File: src/rtl/clk_div_pkg.sv
`default_nettype none
// +----------------------------------------------------------------+
// | clk_div_pkg : shared encodings for the multi-channel divider    |
// | Rev 1.0                                                         |
// +----------------------------------------------------------------+
package clk_div_pkg;

  localparam logic MODE_PERIODIC = 1'b0;
  localparam logic MODE_ONESHOT  = 1'b1;

  typedef enum logic [0:0] {
    IDLE = 1'b0,
    RUN  = 1'b1
  } os_state_e;

endpackage
`default_nettype wire

File: src/rtl/clk_div_ch.sv
`default_nettype none
// +----------------------------------------------------------------+
// | clk_div_ch : one divider/timer channel (periodic or one-shot)   |
// | Rev 1.0                                                         |
// +----------------------------------------------------------------+
module clk_div_ch #(
  parameter int CNT_W = 20
) (
  input  logic             iClk,
  input  logic             iRst_n,
  input  logic             iEn,
  input  logic             iMode,
  input  logic [CNT_W-1:0] iDiv,
  input  logic             iStart,
  output logic             oDivClk,
  output logic             oTick,
  output logic             oBusy
);
  import clk_div_pkg::*;

  logic [CNT_W-1:0] r_cnt;
  logic [CNT_W-1:0] r_div;
  logic             r_mode;
  os_state_e        r_state;
  logic             r_divclk;
  logic             r_tick;
  logic             r_busy;

  logic [CNT_W-1:0] w_cnt;
  logic [CNT_W-1:0] w_div;
  logic             w_mode;
  os_state_e        w_state;
  logic             w_divclk;
  logic             w_tick;
  logic             w_busy;
  logic             w_term;

  // The counter never passes r_div, so the increment below cannot wrap.
  assign w_term = (r_cnt == r_div);

  always_ff @(posedge iClk) begin
    if (!iRst_n) begin
      r_cnt    <= '0;
      r_div    <= '0;
      r_mode   <= MODE_PERIODIC;
      r_state  <= IDLE;
      r_divclk <= 1'b0;
      r_tick   <= 1'b0;
      r_busy   <= 1'b0;
    end else begin
      r_cnt    <= w_cnt;
      r_div    <= w_div;
      r_mode   <= w_mode;
      r_state  <= w_state;
      r_divclk <= w_divclk;
      r_tick   <= w_tick;
      r_busy   <= w_busy;
    end
  end

  always_comb begin
    w_cnt    = r_cnt;
    w_div    = r_div;
    w_mode   = r_mode;
    w_state  = r_state;
    w_divclk = r_divclk;
    w_tick   = 1'b0;
    w_busy   = r_busy;

    if (!iEn || (iMode != r_mode)) begin
      // A disabled channel or a mode switch spends this cycle cleared.
      w_cnt    = '0;
      w_div    = iDiv;
      w_mode   = iMode;
      w_state  = IDLE;
      w_divclk = 1'b0;
      w_busy   = 1'b0;
    end else if (r_mode == MODE_PERIODIC) begin
      w_state = IDLE;
      w_busy  = 1'b0;
      if (iStart) begin
        w_cnt    = '0;
        w_div    = iDiv;
        w_divclk = 1'b0;
      end else if (w_term) begin
        // New divide values are adopted only at a wrap to avoid short halves.
        w_cnt    = '0;
        w_div    = iDiv;
        w_divclk = ~r_divclk;
        w_tick   = 1'b1;
      end else begin
        w_cnt = r_cnt + CNT_W'(1);
      end
    end else begin
      case (r_state)
        IDLE: begin
          w_cnt = '0;
          if (iStart) begin
            w_div    = iDiv;
            w_divclk = 1'b1;
            w_busy   = 1'b1;
            w_state  = RUN;
          end else begin
            w_divclk = 1'b0;
            w_busy   = 1'b0;
          end
        end
        RUN: begin
          if (iStart) begin
            // Retrigger beats a coincident terminal count.
            w_cnt = '0;
            w_div = iDiv;
          end else if (w_term) begin
            w_divclk = 1'b0;
            w_busy   = 1'b0;
            w_tick   = 1'b1;
            w_state  = IDLE;
          end else begin
            w_cnt = r_cnt + CNT_W'(1);
          end
        end
        default: begin
          w_state = IDLE;
        end
      endcase
    end
  end

  assign oDivClk = r_divclk;
  assign oTick   = r_tick;
  assign oBusy   = r_busy;

endmodule
`default_nettype wire

File: src/rtl/clk_div_multi.sv
`default_nettype none
// +----------------------------------------------------------------+
// | clk_div_multi : NUM_CH independent programmable dividers/timers |
// | Rev 1.0                                                         |
// +----------------------------------------------------------------+
module clk_div_multi #(
  parameter int NUM_CH = 4,
  parameter int CNT_W  = 20
) (
  input  logic                    iClk,
  input  logic                    iRst_n,
  input  logic [NUM_CH-1:0]       iEn,
  input  logic [NUM_CH-1:0]       iMode,
  input  logic [NUM_CH*CNT_W-1:0] iDiv,
  input  logic [NUM_CH-1:0]       iStart,
  output logic [NUM_CH-1:0]       oDivClk,
  output logic [NUM_CH-1:0]       oTick,
  output logic [NUM_CH-1:0]       oBusy
);

  for (genvar g = 0; g < NUM_CH; g++) begin : g_ch
    clk_div_ch #(
      .CNT_W (CNT_W)
    ) u_ch (
      .iClk    (iClk),
      .iRst_n  (iRst_n),
      .iEn     (iEn[g]),
      .iMode   (iMode[g]),
      .iDiv    (iDiv[g*CNT_W +: CNT_W]),
      .iStart  (iStart[g]),
      .oDivClk (oDivClk[g]),
      .oTick   (oTick[g]),
      .oBusy   (oBusy[g])
    );
  end

endmodule
`default_nettype wire

File: config.mk
export PLATFORM = sky130hd
export DESIGN_NAME = clk_div_multi
export DESIGN_NICKNAME = d
export VERILOG_FILES = /design/src/rtl/clk_div_pkg.sv /design/src/rtl/clk_div_ch.sv /design/src/rtl/clk_div_multi.sv
export SDC_FILE = /design/constraint.sdc
export NUM_CORES = 1
export LEC_CHECK = 0
export ABC_AREA = 1
export ABC_CLOCK_PERIOD_IN_PS = 1600
export CAP_MARGIN = 30
export CORE_ASPECT_RATIO = 0.7
export CORE_MARGIN = 4
export CORE_UTILIZATION = 25
export CTS_CLUSTER_DIAMETER = 100
export DETAILED_ROUTE_END_ITERATION = 10
export PLACE_DENSITY = 0.4
export SYNTH_ARGS = -nofsm -noshare
export SYNTH_HDL_FRONTEND = slang
export SYNTH_SLANG_ARGS = --single-unit
File: constraint.sdc
create_clock -name iClk -period 1.6 [get_ports iClk]
set_input_delay 0.32 -clock iClk [delete_from_list [all_inputs] [get_ports iClk]]
set_output_delay 0.32 -clock iClk [all_outputs]
set_load 0.01 [all_outputs]
# After elaboration in Yosys (flattened, before gate mapping)
# Cells that the tools add are included.
[word_totals] regBits=180
[op_classes] reduce_logical=36 add_sub_neg=4 eq_ne=32 n_bitwise=13 muxes=100
[ops] operator="two-way mux 20 bit" count=40
[ops] operator="case mux 20 bit (2 select lines)" count=4
[ops] operator="adder 20 x 1 -> 20 bit (second input constant)" count=4
[ops] operator="equality test 20 bit" count=4
[ops] operator="two-way mux 1 bit" count=48
[ops] operator="!= test 3 bit (second input constant)" count=12
[ops] operator="!= test 2 bit (second input constant)" count=8
[ops] operator="!= test 4 bit (second input constant)" count=4
[ops] operator="case mux 1 bit (2 select lines)" count=8
[ops] operator="AND reduction 2 bit" count=8
[ops] operator="nonzero test 4 bit" count=4
[ops] operator="inverter 1 bit" count=13
[ops] operator="AND reduction 3 bit" count=4
[ops] operator="nonzero test 3 bit" count=4
[ops] operator="OR reduction 3 bit" count=4
[ops] operator="OR reduction 2 bit" count=4
[ops] operator="logical NOT 1 bit" count=4
[ops] operator="logical OR 1 bit" count=4
[ops] operator="!= test 1 bit" count=4

# Longest topological paths before layout
[logic_depth] word_depth=5 ltp_mapped=14

# Cells and area by module
# A second synthesis with hierarchy kept.
[unflattened] cells_unflattened=1556 area_unflattened_um2=10263.6
[by_module_without_submodules] module="clk_div_ch (g_ch[0].u_ch ...)" cells_each=390 instances=3 area_each_um2=2596.2
[by_module_without_submodules] module="clk_div_ch (g_ch[3].u_ch)" cells_each=386 instances=1 area_each_um2=2474.9

# Worst setup path after synthesis
# No wires, ideal clock.
[synth_timing] path_type="reg-to-reg" startpoint="register g_ch[0].u_ch.r_cnt[0]" endpoint="register g_ch[0].u_ch.r_cnt[14]" path_stages_with_launch=13 path_slack_ns=-0.031 setup_ns=0.064 arrival_ns=1.567 cell_sequence="dfxtp_1 ha_1 nand2_1 nor2_1 nand2_1 nor2_1 nand2_1 xor2_1 nor2_1 nand3_1 nand2_1 inv_1 nor2_1"
[synth_between] elab_chain_len=5
[synth_lines] element="start: declaration" line_no="clk_div_ch.sv:21" source="logic [CNT_W-1:0] r_cnt;"
[synth_lines] element="start signal: assignment" line_no="clk_div_ch.sv:51" source="r_cnt <= w_cnt;"
[synth_lines] element="adder 20 x 1 -> 20 bit" line_no="clk_div_ch.sv:92, clk_div_ch.sv:119"
[synth_lines] element="two-way mux 20 bit" line_no="clk_div_ch.sv:113" source="end else if (w_term) begin"
[synth_lines] element="two-way mux 20 bit" line_no="clk_div_ch.sv:109" source="if (iStart) begin"
[synth_lines] element="case mux 20 bit (2 select lines)" line_no="clk_div_ch.sv:95" source="case (r_state)"
[synth_lines] element="two-way mux 20 bit" line_no="clk_div_ch.sv:78" source="end else if (r_mode == MODE_PERIODIC) begin"
# Parallel ways exist; a longest one is shown, timed or not. The select of a mux whose other input is x is not followed.
# A chain may end at the register's enable or synchronous reset.

# Worst setup path after layout
[layout_timing] startpoint="register g_ch[3].u_ch.r_cnt[16]" endpoint="register g_ch[3].u_ch.r_cnt[17]"
[layout_between] elab_chain_len=5
[layout_lines] element="start: declaration" line_no="clk_div_ch.sv:21"
[layout_lines] element="start signal: assignment" line_no="clk_div_ch.sv:51"
[layout_lines] element="adder 20 x 1 -> 20 bit" line_no="clk_div_ch.sv:92, clk_div_ch.sv:119"
[layout_lines] element="two-way mux 20 bit" line_no="clk_div_ch.sv:113"
[layout_lines] element="two-way mux 20 bit" line_no="clk_div_ch.sv:109"
[layout_lines] element="case mux 20 bit (2 select lines)" line_no="clk_div_ch.sv:95"
[layout_lines] element="two-way mux 20 bit" line_no="clk_div_ch.sv:78"
# Parallel ways exist; a longest one is shown, timed or not. The select of a mux whose other input is x is not followed.

==> metrics.md <==
| Metric | Value |
|---|---|
| Status | finished, violations left |
| Failing checks | setup timing |
| Buf+Inv Stages, Crit Path | 4 |
| Final Util | about two fifths |
| Setup crit start kind | flop |
| First-pass GRT wire length | 63.5 mm |
| Port-buffer cells | 105 |
| Main synth FF type | dfxtp_1 |
| CP Capture Type | flop |
| Pre-CTS setup slack | -0.329 ns |
| DRT Pass-1 Iters | 5 |
| Max-slew violations | 0 |
| Pleak | just over 7 nW |
| Cell Area, Synth | ~11000 sq um |
| # DRC | 0 |
| Peak VDD IR | 0.000766 V |
| Sequential share of the synthesized area | approximately 33% |
| Power Density | approximately 640 nW/um^2 |
| Crit path max fanout | 4 |
| Reg area | ~3700 sq um |
| Final hold vios | 0 |
| Critical path type | reg -> reg |
| H-tree depth | 4 |
| MaxCap Viol Count | 0 |
| Clock Path Buffers | 2 |
| Crit path time final | 1.87 ns |
| CTS root buf | clkbuf_16 |
| Share of layout cells above drive strength 1 | 35.1% |
| Layout area overhead | 59.4% |
| Hpwl dp | about 27 mm |
| Pwr Total | about 11 mW |
| Row cnt | 63 |
| Yosys warning count | 0 |
| 1st-iter DRT viols | 660 |
| Footprint of the multi-input gates | 7500 sq um |
| Grt total ovfl | 0 |
| Post-synth net total | 1857 |
| Nets | 2185 |
| Die Wd | 257 um |
| CTS Buf Count | 17 |
| Setup tns final | -30.56 ns |
| Initial antenna violation count | 0 |
| Post-synth cell types | 39 |
| Clock slew at reported path FFs | 0.08 ns |
| Drt wl/cell | 14.7 um |
| CTS tree | done |
| Vias in the first global route | 11800 |
| Fin area | 17300 sq um |
| Flops & latches, synth | 180 |
| CP peak stage delay | between 0.3 and 0.4 ns |
| Full die area | approximately 47000 sq um |
| Detailed Route WL | 39.4 mm |
| Mean Syn Cell Area | 6.18 sq um |
| Worst path required time | 1.95 ns |
| Final worst path period share | 117% |
| Routed Antenna Nets | 0 |
| Die height | 182 um |
| Via/cell ratio | about 4.4 |
| Leading cell types in the layout, fill and taps excluded | nand2_1 (350), nor2_1 (275), buf_4 (226) |
| Diode count | 0 |
| Synth Instances | 1759 |
| Fmax | about 530 MHz |
| Worst slew margin | between 60% and 70% |
| Commonest non-fill, non-tap cell in the layout | nand2_1 |
| Layout filler cell count | 4489 |
| DP Area | 14300 sq um |
| Later-pin clock latency in the skew report | 0.46 ns |
| Post-synth EDFFs | 0 |
| Setup violators final | 168 |
| HP Class | in -> reg |
| Core Region | 42600 sq um |
| Critical Path AT | 2.23 ns |
| Largest net degree at the start of global routing | 41 |
| Total GRT Usage | 16.6% |
| Clock skew | between 0.01 and 0.015 ns |
| Routability Congestion | 0.837 |
| Critical-path top delay cell | dfxtp_2 |
| Asr flop ratio synth | 0% |
| RSZ-0062 raised after global routing | yes |
| Worst Setup Slack, final | -0.272 ns |
| Initial Utilization | 25.5% |
| Worst slew pin tran | 0.496 ns |
| Io pins | 106 |
| Vias post-DR | ~12000 |
| Critical path, cell by cell | inv_2 > nand2_2 > nand2_2 > nor2_4 > inv_1 > nor2_1 > nand3_2 > nor2_8 > buf_6 > nand3_4 > clkbuf_16 > o21ai_2 > nor2_1 |
| CTS sink cnt | between 150 and 200 |
| Cell family with most CP delay | simple AND/OR/NAND/NOR gates |
## worst reg2reg max path, delay by kind of cell (launching register included)
family	cells	cell delay, ns
buffers and inverters	4	0.44
AO/OA/AOI/OAI	1	0.11
AND/OR/NAND/NOR	8	0.86
flip-flops	1	0.36
## stage by stage
step,cells,hold slack [ns]
CTS,2676,0.247
global placement,2606,0.487
global route,2685,0.252
floorplan,1759,0.413
detailed placement,2606,0.481
finish,2685,0.262
## what timing repair did
item	4_1_cts	5_1_grt
setup buffers	26	9
gates resized for setup	333	222
gates cloned	16	6
endpoints found under the setup margin	186	174
pin swaps	81	93
hold buffers	0	0
## metal layers
layer  vias to the layer above  track usage [%]  wire, um
li1                       6151                -         -
met1                      5564             24.4     20700
met2                       171             25.8     17300
met3                        27             3.11      1200
met4                         0             2.75       262
met5                         -                0         0
## Yosys cell counts, types with 2 or more instances
| cell type | number | area share, % |
|---|---|---|
| a21oi_1 | 73 | 3.4 |
| buf_1 | 11 | 0.38 |
| buf_2 | 24 | 1.1 |
| and2_1 | 2 | 0.12 |
| buf_6 | 5 | 0.52 |
| nand4_1 | 46 | 2.6 |
| nor2_1 | 364 | 13 |
| inv_1 | 188 | 6.5 |
| o21ai_1 | 19 | 0.87 |
| nor3b_1 | 4 | 0.28 |
| dfxtp_1 | 180 | 33 |
| nand3b_1 | 13 | 0.90 |
| nand3_2 | 2 | 0.18 |
| o2111ai_1 | 9 | 0.73 |
| clkbuf_1 | 37 | 1.3 |
| xnor2_1 | 20 | 1.6 |
| nand3_1 | 143 | 6.6 |
| ha_1 | 4 | 0.46 |
| o21ai_0 | 42 | 1.9 |
| o22ai_1 | 2 | 0.12 |
| buf_4 | 15 | 1.0 |
| inv_2 | 11 | 0.38 |
| nor3_1 | 14 | 0.64 |
| nand2_1 | 437 | 15 |
| xor2_1 | 74 | 6.0 |
| nor2_2 | 7 | 0.40 |
## final timing paths
path | cells after the start | to | startpoint | slack (ns)
worst max-delay path | 13 | g_ch[3].u_ch.r_cnt[17] | g_ch[3].u_ch.r_cnt[16] | -0.27
worst min-delay path | 4 | g_ch[2].u_ch.oTick | iRst_n | 0.26
worst max register to register | 13 | g_ch[3].u_ch.r_cnt[17] | g_ch[3].u_ch.r_cnt[16] | -0.27
worst min register to register | 2 | g_ch[3].u_ch.oBusy | g_ch[3].u_ch.oBusy | 0.48
## state kept, by name, summed over array words and instances, names as in the netlist
register and count:
g_ch.u_ch.r_state 4, g_ch.u_ch.r_cnt 80, g_ch.u_ch.oTick 4, g_ch.u_ch.oBusy 4, g_ch.u_ch.r_div 80, g_ch.u_ch.oDivClk 4
g_ch.u_ch.r_mode 4
## logic make-up (layout without fill, tap and decap cells)
group | Yosys count | count (layout) | synth area share [%]
simple gates | 1042 | 1042 | 40.4
fa+ha+maj | 4 | 4 | 0.460
flops | 180 | 180 | 33.1
xor+xnor | 95 | 95 | 7.72
buf+inv | 292 | 633 | 11.2
compound gates | 146 | 146 | 7.08
## final cells by class
cell class,instances,share of cell area [%]
multi-input combinational,1287,43.3
timing repair buffer,401,23.2
sequential,180,21.4
inverter,200,4.40
tap,585,4.22
clock buffer,17,2.45
clock inverter,15,1.05
## where the power goes
| group | leakage [nW] | switching [mW] | internal (mW) |
|---|---|---|---|
| clock | 0.303 | 2.25 | 2.39 |
| combinational | 5.38 | 0.904 | 0.864 |
| sequential | 1.51 | 0.119 | 4.63 |
Note: power is estimated with default switching activity, not from simulation.
